===== src/rtl/cpu_types.sv =====
// Shared types for the out-of-order OTTER core: reservation-station tags and CDB payloads.
package cpu_types;

  localparam int NUM_FU = 4;

  typedef logic [4:0] RS_tag_type;
  localparam RS_tag_type INVALID = 5'h1F;

  typedef struct packed {
    RS_tag_type  tag;
    logic [31:0] val;
  } CDB_entry_type;

endpackage


===== src/rtl/cdb_fifo.sv =====
// Per-source CDB result FIFO; head is readable the cycle after the push that filled it.
// Push while full and pop while empty are ignored; flush and RST empty it.
module cdb_fifo
  import cpu_types::*;
#(
  parameter int DEPTH = 2
) (
  input  logic          CLK,
  input  logic          RST,
  input  logic          flush,
  input  logic          push_vld,
  input  CDB_entry_type push_dat,
  input  logic          pop_vld,
  output CDB_entry_type head_dat,
  output logic          full,
  output logic          empty
);

  localparam int PW = $clog2(DEPTH);
  localparam int CW = PW + 1;

  CDB_entry_type mem [DEPTH];
  logic [PW-1:0] wr_ptr;
  logic [PW-1:0] rd_ptr;
  logic [CW-1:0] count;
  logic          push_ok;
  logic          pop_ok;

  assign full     = (count == CW'(DEPTH));
  assign empty    = (count == '0);
  assign push_ok  = push_vld && !full;
  assign pop_ok   = pop_vld && !empty;
  assign head_dat = mem[rd_ptr];

  always_ff @(posedge CLK or posedge RST) begin
    if (RST) begin
      wr_ptr <= '0;
      rd_ptr <= '0;
      count  <= '0;
    end else if (flush) begin
      wr_ptr <= '0;
      rd_ptr <= '0;
      count  <= '0;
    end else begin
      if (push_ok) wr_ptr <= wr_ptr + PW'(1);
      if (pop_ok)  rd_ptr <= rd_ptr + PW'(1);
      count <= count + CW'(push_ok) - CW'(pop_ok);
    end
  end

  // Storage needs no reset: count gates every read.
  always_ff @(posedge CLK) begin
    if (push_ok && !flush) mem[wr_ptr] <= push_dat;
  end

endmodule


===== src/rtl/cdb_broadcaster.sv =====
// CDB transmitter: per-source result FIFOs, round-robin grant, registered broadcast (>=1 cycle latency).
// Each source is backpressured via src_ready only while its own FIFO is full.
module cdb_broadcaster
  import cpu_types::*;
#(
  parameter int NUM_SRC = NUM_FU,
  parameter int DEPTH   = 2,
  localparam int SW     = (NUM_SRC > 1) ? $clog2(NUM_SRC) : 1
) (
  input  logic                     CLK,
  input  logic                     RST,
  input  logic                     flush,
  input  logic [NUM_SRC-1:0]       src_valid,
  input  RS_tag_type [NUM_SRC-1:0] src_tag,
  input  logic [NUM_SRC-1:0][31:0] src_val,
  output logic [NUM_SRC-1:0]       src_ready,
  output logic                     CDB_valid,
  output RS_tag_type               CDB_tag,
  output logic [31:0]              CDB_val,
  output logic [SW-1:0]            CDB_src
);

  localparam int          SW1  = SW + 1;
  localparam logic [SW:0] NSRC = SW1'(NUM_SRC);

  logic [NUM_SRC-1:0] full;
  logic [NUM_SRC-1:0] empty;
  logic [NUM_SRC-1:0] push_vld;
  logic [NUM_SRC-1:0] pop_vld;
  CDB_entry_type      head_dat [NUM_SRC];
  logic [SW-1:0]      rr;
  logic [SW-1:0]      rr_nxt;
  logic [SW-1:0]      grant_idx;
  logic               grant_vld;

  assign src_ready = RST ? '0 : ~full;

  for (genvar i = 0; i < NUM_SRC; i++) begin : g_fifo
    CDB_entry_type push_dat;

    // INVALID-tagged results are handshaken but never stored.
    assign push_vld[i] = src_valid[i] && src_ready[i] && (src_tag[i] != INVALID);
    assign push_dat    = '{tag: src_tag[i], val: src_val[i]};

    cdb_fifo #(.DEPTH(DEPTH)) u_fifo (
      .CLK      (CLK),
      .RST      (RST),
      .flush    (flush),
      .push_vld (push_vld[i]),
      .push_dat (push_dat),
      .pop_vld  (pop_vld[i]),
      .head_dat (head_dat[i]),
      .full     (full[i]),
      .empty    (empty[i])
    );
  end

  always_comb begin
    logic [SW:0] cand;
    grant_vld = 1'b0;
    grant_idx = '0;
    pop_vld   = '0;
    cand      = '0;
    for (int k = 0; k < NUM_SRC; k++) begin
      cand = {1'b0, rr} + SW1'(k);
      if (cand >= NSRC) cand = cand - NSRC;
      if (!grant_vld && !empty[cand[SW-1:0]]) begin
        grant_vld = 1'b1;
        grant_idx = cand[SW-1:0];
      end
    end
    if (grant_vld) pop_vld[grant_idx] = 1'b1;
    rr_nxt = (grant_idx == SW'(NUM_SRC - 1)) ? '0 : grant_idx + SW'(1);
  end

  always_ff @(posedge CLK or posedge RST) begin
    if (RST) begin
      rr        <= '0;
      CDB_valid <= 1'b0;
      CDB_tag   <= INVALID;
      CDB_val   <= '0;
      CDB_src   <= '0;
    end else if (flush) begin
      rr        <= '0;
      CDB_valid <= 1'b0;
      CDB_tag   <= INVALID;
      CDB_val   <= '0;
      CDB_src   <= '0;
    end else if (grant_vld) begin
      rr        <= rr_nxt;
      CDB_valid <= 1'b1;
      CDB_tag   <= head_dat[grant_idx].tag;
      CDB_val   <= head_dat[grant_idx].val;
      CDB_src   <= grant_idx;
    end else begin
      CDB_valid <= 1'b0;
      CDB_tag   <= INVALID;
      CDB_val   <= '0;
      CDB_src   <= '0;
    end
  end

endmodule


===== config.mk =====
export PLATFORM = sky130hd
export DESIGN_NAME = cdb_broadcaster
export DESIGN_NICKNAME = d
export VERILOG_FILES = /design/src/rtl/cpu_types.sv /design/src/rtl/cdb_fifo.sv /design/src/rtl/cdb_broadcaster.sv
export SDC_FILE = /design/constraint.sdc
export NUM_CORES = 1
export LEC_CHECK = 0
export ABC_AREA = 1
export CORE_UTILIZATION = 40
export DETAILED_ROUTE_END_ITERATION = 16
export DONT_BUFFER_PORTS = 1
export PLACE_DENSITY = 0.53
export SLEW_MARGIN = 5
export SYNTH_ARGS = -nofsm -noshare
export SYNTH_HDL_FRONTEND = slang
export SYNTH_HIERARCHICAL = 1
export SYNTH_SLANG_ARGS = --single-unit

===== constraint.sdc =====
create_clock -name CLK -period 9.6 [get_ports CLK]
set_input_delay 1.44 -clock CLK [delete_from_list [all_inputs] [get_ports CLK]]
set_output_delay 1.44 -clock CLK [all_outputs]
set_load 0.02 [all_outputs]

Word-level counts from Yosys, hierarchy flattened
Memory sizes are Yosys's and may differ from the RTL's. Cells that the tools add are included.

Register bits: 58. Bits in writable memories: 296. Input port bits: 155. Output and inout bits: 44. Logic and storage cells: 184. Memories: 4.

$add $sub $neg: 24. Magnitude comparators: 11. Eq/ne operators: 9. Mux-type cells: 66. Bitwise logic cells: 2. Reduce and logical (&&, ||, !) cells: 51.

Memories: g_fifo[0].u_fifo.mem (depth 2, bits a word 37, rd ports 1, clocked after memory_dff 0, wr ports 1, RTL line cdb_fifo.sv:22) `CDB_entry_type mem [DEPTH];`; g_fifo[1].u_fifo.mem (depth 2, bits a word 37, rd ports 1, clocked after memory_dff 0, wr ports 1, RTL line cdb_fifo.sv:22); g_fifo[2].u_fifo.mem (depth 2, bits a word 37, rd ports 1, clocked after memory_dff 0, wr ports 1, RTL line cdb_fifo.sv:22); g_fifo[3].u_fifo.mem (depth 2, bits a word 37, rd ports 1, clocked after memory_dff 0, wr ports 1, RTL line cdb_fifo.sv:22).

Operators with widths (number): $bmux 37 s2 (1); $mux 37 (2); $mux 32 (2); $mux 1 (35); $mux 2 (17); $logic_and 1x1->1 (24); $ne 5x5->1 const B (4); $reduce_bool 2->1 (9); $lt 2x3->1 const B (5); $logic_not 1->1 (14); $ge 3x3->1 const B (4); $eq 2x2->1 const B (5); $mux 5 (2); $add 1x1->1 const B (8); $add 2x1->2 (4); $bmux 1 s2 (4); $logic_not 2->1 (4); $mux 4 (2); $sub 2x1->2 (4); $sub 2x1->2 const B (4); $add 2x2->3 const B (2); $not 4->4 (1); $add 2x1->3 const B (1); $ge 2x3->1 const B (1); other kinds (4) (4).

Depth between registers and ports, before layout
Depth after elaboration: 22. Gate-level depth with buffers: 25. Depth with buffers taken out: 24.

By module
The synthesis kept the hierarchy.

Modules (own cells, without submodules): cdb_fifo (times used 4, cells each 230, area each 2961.6 µm²); cdb_broadcaster (times used 1, cells each 552, area each 3503.4 µm²).

Worst setup path before layout
Ideal clock, no wire load.

Path type: input-to-reg. Start: input RST. End: memory g_fifo[3].u_fifo/mem[1][0] in the netlist's numbering (enable). Library setup time: 477 ps. Data arrival time: 4688 ps. Slack: 4434 ps. Cell stages on the path: 5. Cell sequence: nor2_1 > nand2_1 > a31oi_1 > nand2_1 > nor3_1.

Longest elaborated chain between the ends: 7.

Ends and longest elaborated chain: start: declaration (RTL line cdb_broadcaster.sv:11) `input logic RST,`; $mux 4 (RTL line cdb_broadcaster.sv:36) `assign src_ready = RST ? '0 : ~full;`; $logic_and 1x1->1 (2 in series) (RTL line cdb_broadcaster.sv:42) `assign push_vld[i] = src_valid[i] && src_ready[i] && (src_tag[i] != INVALID);`; via push_vld[3] (RTL line cdb_broadcaster.sv:28) `logic [NUM_SRC-1:0] push_vld;`; $logic_and 1x1->1 (RTL line cdb_fifo.sv:31) `assign push_ok = push_vld && !full;`; $logic_and 1x1->1 (RTL line cdb_fifo.sv:53) `if (push_ok && !flush) mem[wr_ptr] <= push_dat;`; $mux 1 (RTL line cdb_fifo.sv:53); $mux 1 (not written as such) (RTL line cdb_fifo.sv:53); end: declaration (RTL line cdb_fifo.sv:22).

The timed path passes the listed nets, and every way through them passes these cells.

Worst setup path in the final report
Start: register rr[0]. End: register g_fifo[1].u_fifo.count[1].

Longest elaborated chain between the ends: 22. Elaborated cells between the ends (all ways): 48. Those cells by class: add/sub (8); order compare (6); mux (24); reduce/logical (10).

Ends and longest elaborated chain: start: declaration (RTL line cdb_broadcaster.sv:31) `logic [SW-1:0] rr;`; start signal: assignment (RTL line cdb_broadcaster.sv:90) `rr <= rr_nxt;`; $add 2x1->3 (RTL line cdb_broadcaster.sv:65) `cand = {1'b0, rr} + SW1'(k);`; $ge 3x3->1 / $sub 2x1->2 (equally long branches) (RTL line cdb_broadcaster.sv:66) `if (cand >= NSRC) cand = cand - NSRC;`; $mux 2 (RTL line cdb_broadcaster.sv:66); $bmux 1 s2 (RTL line cdb_broadcaster.sv:67) `if (!grant_vld && !empty[cand[SW-1:0]]) begin`; $mux 1 (not written as such) (RTL line cdb_broadcaster.sv:67); $logic_not 1->1 (RTL line cdb_broadcaster.sv:67); $logic_and 1x1->1 (RTL line cdb_broadcaster.sv:67); $mux 1 (RTL line cdb_broadcaster.sv:67); [7 not listed]; $logic_and 1x1->1 (not written as such) (RTL line cdb_broadcaster.sv:72) `if (grant_vld) pop_vld[grant_idx] = 1'b1;`; $mux 1 (not written as such) (RTL line cdb_broadcaster.sv:72); $demux 1 s2 (RTL line cdb_broadcaster.sv:72); $mux 4 (*) (RTL line cdb_broadcaster.sv:72); via pop_vld[1] (RTL line cdb_broadcaster.sv:29) `logic [NUM_SRC-1:0] pop_vld;`; $logic_and 1x1->1 (*) (RTL line cdb_fifo.sv:32) `assign pop_ok = pop_vld && !empty;`; $sub 2x1->2 (*) (RTL line cdb_fifo.sv:47) `count <= count + CW'(push_ok) - CW'(pop_ok);`; $mux 2 (*) (RTL line cdb_fifo.sv:40) `end else if (flush) begin`; end signal: assignment (RTL line cdb_fifo.sv:47); end: declaration (RTL line cdb_fifo.sv:25) `logic [CW-1:0] count;`.

Mark *: on every way through the listed nets, which the timed path passes. The rest lies on a longest branch. The select of a mux whose other input is x is not followed. A chain may end at the register's enable or synchronous reset.

==> results.txt <==
The kind of start point of the critical path was a flop. The number of antenna violations at the first check in global routing came out at 1. The width of the chip came out at 198 um. At the worst endpoint, the required time is 10.03 ns.

The clock net in this run drives a total of 354 sinks. The portion of synthesized cell area occupied by the leading cell type is 57.9%, and the via count is 9,740. The synthesized netlist occupies a cell area of 0.0153 mm^2. The cell that appears most often on the critical path is sky130_fd_sc_hd__nand2_1. Gates resized during post-CTS repair numbered 0.

The register area share after synthesis was 67.4%; the leakage power summed over all cells was 7.30 nW. The tools report the number of violations of the max-capacitance limit as 0. The placed wire-length estimate after detailed placement is 24,700 um, and the number of top-level pins is 199. After the first detailed-routing iteration, the DRC count stood at 790. After layout, the minimum clock period comes to 3.99 ns. The relative slew slack was 40.0%. For this run, the top clock speed supported by timing is 251 MHz.

At the end of routability-driven placement, the weighted congestion stood at 0.837. The library cell used most frequently in the layout, excluding fill and tap cells, is sky130_fd_sc_hd__nand2_1. The maximum number of pins on one net before global-route repair came out at 70. The register bit total from synthesis was 354; the number of buffers created by CTS was 40.

Dividing total power by cell area gives a power density of 326 mW/mm^2. CTS built an H-tree with a depth of 2. Yosys attributes the largest share of cell area to sky130_fd_sc_hd__edfxtp_1 (58%), sky130_fd_sc_hd__nand2_1 (15%), sky130_fd_sc_hd__dfrtp_1 (8.6%), sky130_fd_sc_hd__nand3_1 (4.0%), sky130_fd_sc_hd__inv_1 (3.9%).

Clock-pin slew was measured on the worst setup and hold paths at 0.06 ns. After synthesis, the mean cell area works out to 10.4 um^2. The maximum buffer depth of the clock tree came out at 3.

The library cell occupying the most area in the post-synthesis netlist was sky130_fd_sc_hd__edfxtp_1. The global-route wire length before repair is 55,900 um, and the height of the chip is 198 um. Relative to the synthesized area, the layout overhead comes to 10.1%.

Counting every instance in the synthesized netlist gives 1,472. Hold repair after CTS inserted 0 buffers. In the finished design, the share of the clock period the worst path needs comes to 41.5%. For this run, the slowest stage of the critical path takes 0.62 ns.

The run gives 5.61 ns as the final worst setup slack. Traced cell by cell, the critical path runs through inv_2 -> nand2_1 -> nand2_1 -> nand2_1 -> nand2_4 -> a21oi_2 -> nand2_2 -> nand2_2 -> buf_4 -> inv_2 -> ha_1 -> inv_1 -> nor2_1 -> nand2_1 -> inv_1 -> ha_1 -> inv_1 -> ha_1 -> a21oi_1 -> nor2_1. The total die area is 0.0392 mm^2.

The final wirelength came out at 37,900 um. Port buffering added 0 buffers. After detailed placement, the total cell area comes to 0.0156 mm^2. Overall fraction of global-route tracks in use: 19.5%. The number of optimization iterations in the first detailed-route pass was 5. The run gives 0.54 ns as the clock latency on the worst-skew pair. The run gives 2,004 as the final cell count without fillers. For the final routed database, the setup TNS stands at 0 ns. For this run, the post-layout net count is 1,630. The total count of max-transition violations in the final report is 0, and the maximum vdd ir drop is 0.180 mV. The total power draw is 5.50 mW. Summed over all layers, the global routing overflow is 0. Between clock sinks in the finished design, the worst skew comes to 0.0152 ns.

With fillers left out, the area of the finished cells amounts to 0.0169 mm^2. The tools report the number of antenna repair diodes as 0. The flow ran to the end, and the final reports show no timing, DRC or antenna violations. The slowest stage of the critical path is the sky130_fd_sc_hd__dfrtp_1 cell.

Number of failing hold endpoints at the final stage: 0. The largest driver fanout on the critical path is 48. In the final routed layout, each cell accounts on average for 18.9 um.

Starting density of the core: 40.7%. The type of the worst setup path is reg2reg. Data on the critical path arrives at its endpoint at 4.42 ns. TritonCTS built the clock tree. The number of placed instances, taps included, is 1,932.

STA classifies the critical path endpoint as a flop. The count of final setup violators was 0. In the layout the commonest cells are sky130_fd_sc_hd__nand2_1 (617), sky130_fd_sc_hd__edfxtp_1 (296), sky130_fd_sc_hd__inv_1 (159), sky130_fd_sc_hd__nand3_1 (124), sky130_fd_sc_hd__dfrtp_1 (53). The number of warning messages in the yosys log was 6.

In this run the remaining antenna-violating nets after routing total 0. The worst hold path belongs to the class reg2reg. In this run the standard cell core region covers 0.0378 mm^2. The run gives 0 as the count of buffers added by post-CTS timing repair for setup. For the pin with the worst max-slew slack, the measured transition is 0.899 ns. Setup repair after global routing left no endpoint under its margin.

The share of layout cells above drive strength 1 was 7.37%. The tools report the cell at the root of the clock tree as sky130_fd_sc_hd__clkbuf_16. The initialized floorplan defines 71 standard-cell rows.

Synthesis produced a netlist with a net count of 1,639. The post-synthesis cell type count was 28; the via-per-instance ratio was 4.86. The logs give 5.62 ns for the minimum setup slack after placement and 0 for the post-detailed-route DRC marker count. The tools report the via count of the first global-routing pass as 9,269.
[flip-flops by register name, summed over array words and instances (netlist names)]
signal	count
CDB_valid	1
CDB_val	32
g_fifo.u_fifo/rd_ptr	4
CDB_tag	5
rr	2
g_fifo.u_fifo/mem	296
g_fifo.u_fifo/count	8
g_fifo.u_fifo/wr_ptr	4
CDB_src	2
[where the power goes]
group,total (mW),switching (mW),internal (mW)
clock network,1.46,0.595,0.863
registers,1.99,0.144,1.84
logic,2.06,1.52,0.542
[worst paths after layout]
kind                                                          start  slack [ns]                                  end  cells past startpoint
worst min register to register  g_fifo[0].u_fifo/wr_ptr$_DFFE_PP0P_        0.50  g_fifo[0].u_fifo/wr_ptr$_DFFE_PP0P_                      2
max in group asynchronous                                       RST        8.04                CDB_val[15]$_DFF_PP0_                      1
worst max-delay path                              rr[0]$_DFFE_PP0P_        5.61  g_fifo[1].u_fifo/count[1]$_DFF_PP0_                     20
worst max register to register                    rr[0]$_DFFE_PP0P_        5.61  g_fifo[1].u_fifo/count[1]$_DFF_PP0_                     20
min in group asynchronous                                       RST        0.66  g_fifo[2].u_fifo/wr_ptr$_DFFE_PP0P_                      1
worst min-delay path            g_fifo[0].u_fifo/wr_ptr$_DFFE_PP0P_        0.50  g_fifo[0].u_fifo/wr_ptr$_DFFE_PP0P_                      2
[cell usage after synthesis, drive strengths merged]
master,number
nand2,622
edfxtp,296
inv,168
nand3,127
buf,57
dfrtp,53
a21oi,38
nand3b,38
nor2,21
ha,12
clkbuf,11
nand4,9
dfstp,5
a31oi,4
and3,4
nor3,4
o21ai,2
o22ai,1
[layout make-up]
cell class                      instances  area (um^2)
Fill cell                            3512        20900
Sequential cell                       354        10300
Multi-Input combinational cell        882         3900
Clock buffer                           54         1150
Tap cell                              511          639
Inverter                              168          631
Timing Repair Buffer                   17          128
Clock inverter                         18          111
[critical path: cells and delay by family (launching register included)]
| kind | cells | cell delay (ns) |
|---|---|---|
| AOI/OAI and AO/OA | 2 | 0.27 |
| adders and majority gates | 3 | 0.72 |
| buffers and inverters | 6 | 1.09 |
| DFF | 1 | 0.62 |
| and+or+nand+nor | 9 | 1.12 |
[kinds of logic (layout without fill, tap and decap cells)]
kind of cell / Yosys count / count (layout) / synth area share [%]
AOI/OAI and AO/OA: 45 / 45 / 1.61
adders and majority gates: 12 / 12 / 0.978
buffers and inverters: 236 / 257 / 7.33
DFF: 354 / 354 / 67.4
and+or+nand+nor: 825 / 825 / 22.7
[per-stage QoR]
step | hold WS (ns) | utilization [%]
finish | 0.505 | 44.8
floorplan | 0.469 | -
detailed placement | 0.489 | 41.4
global placement | 0.481 | 41.4
global route | 0.536 | 44.8
CTS | 0.500 | 44.8
[layer usage]
metal,wire length [um],GRT usage (%),part of all wire (%)
met3,3650,7.70,9.6
met5,18,0,0.047
met1,14700,23.4,39
met4,775,5.17,2.0
met2,18800,32.6,49
(Power assumes the default switching activity.)
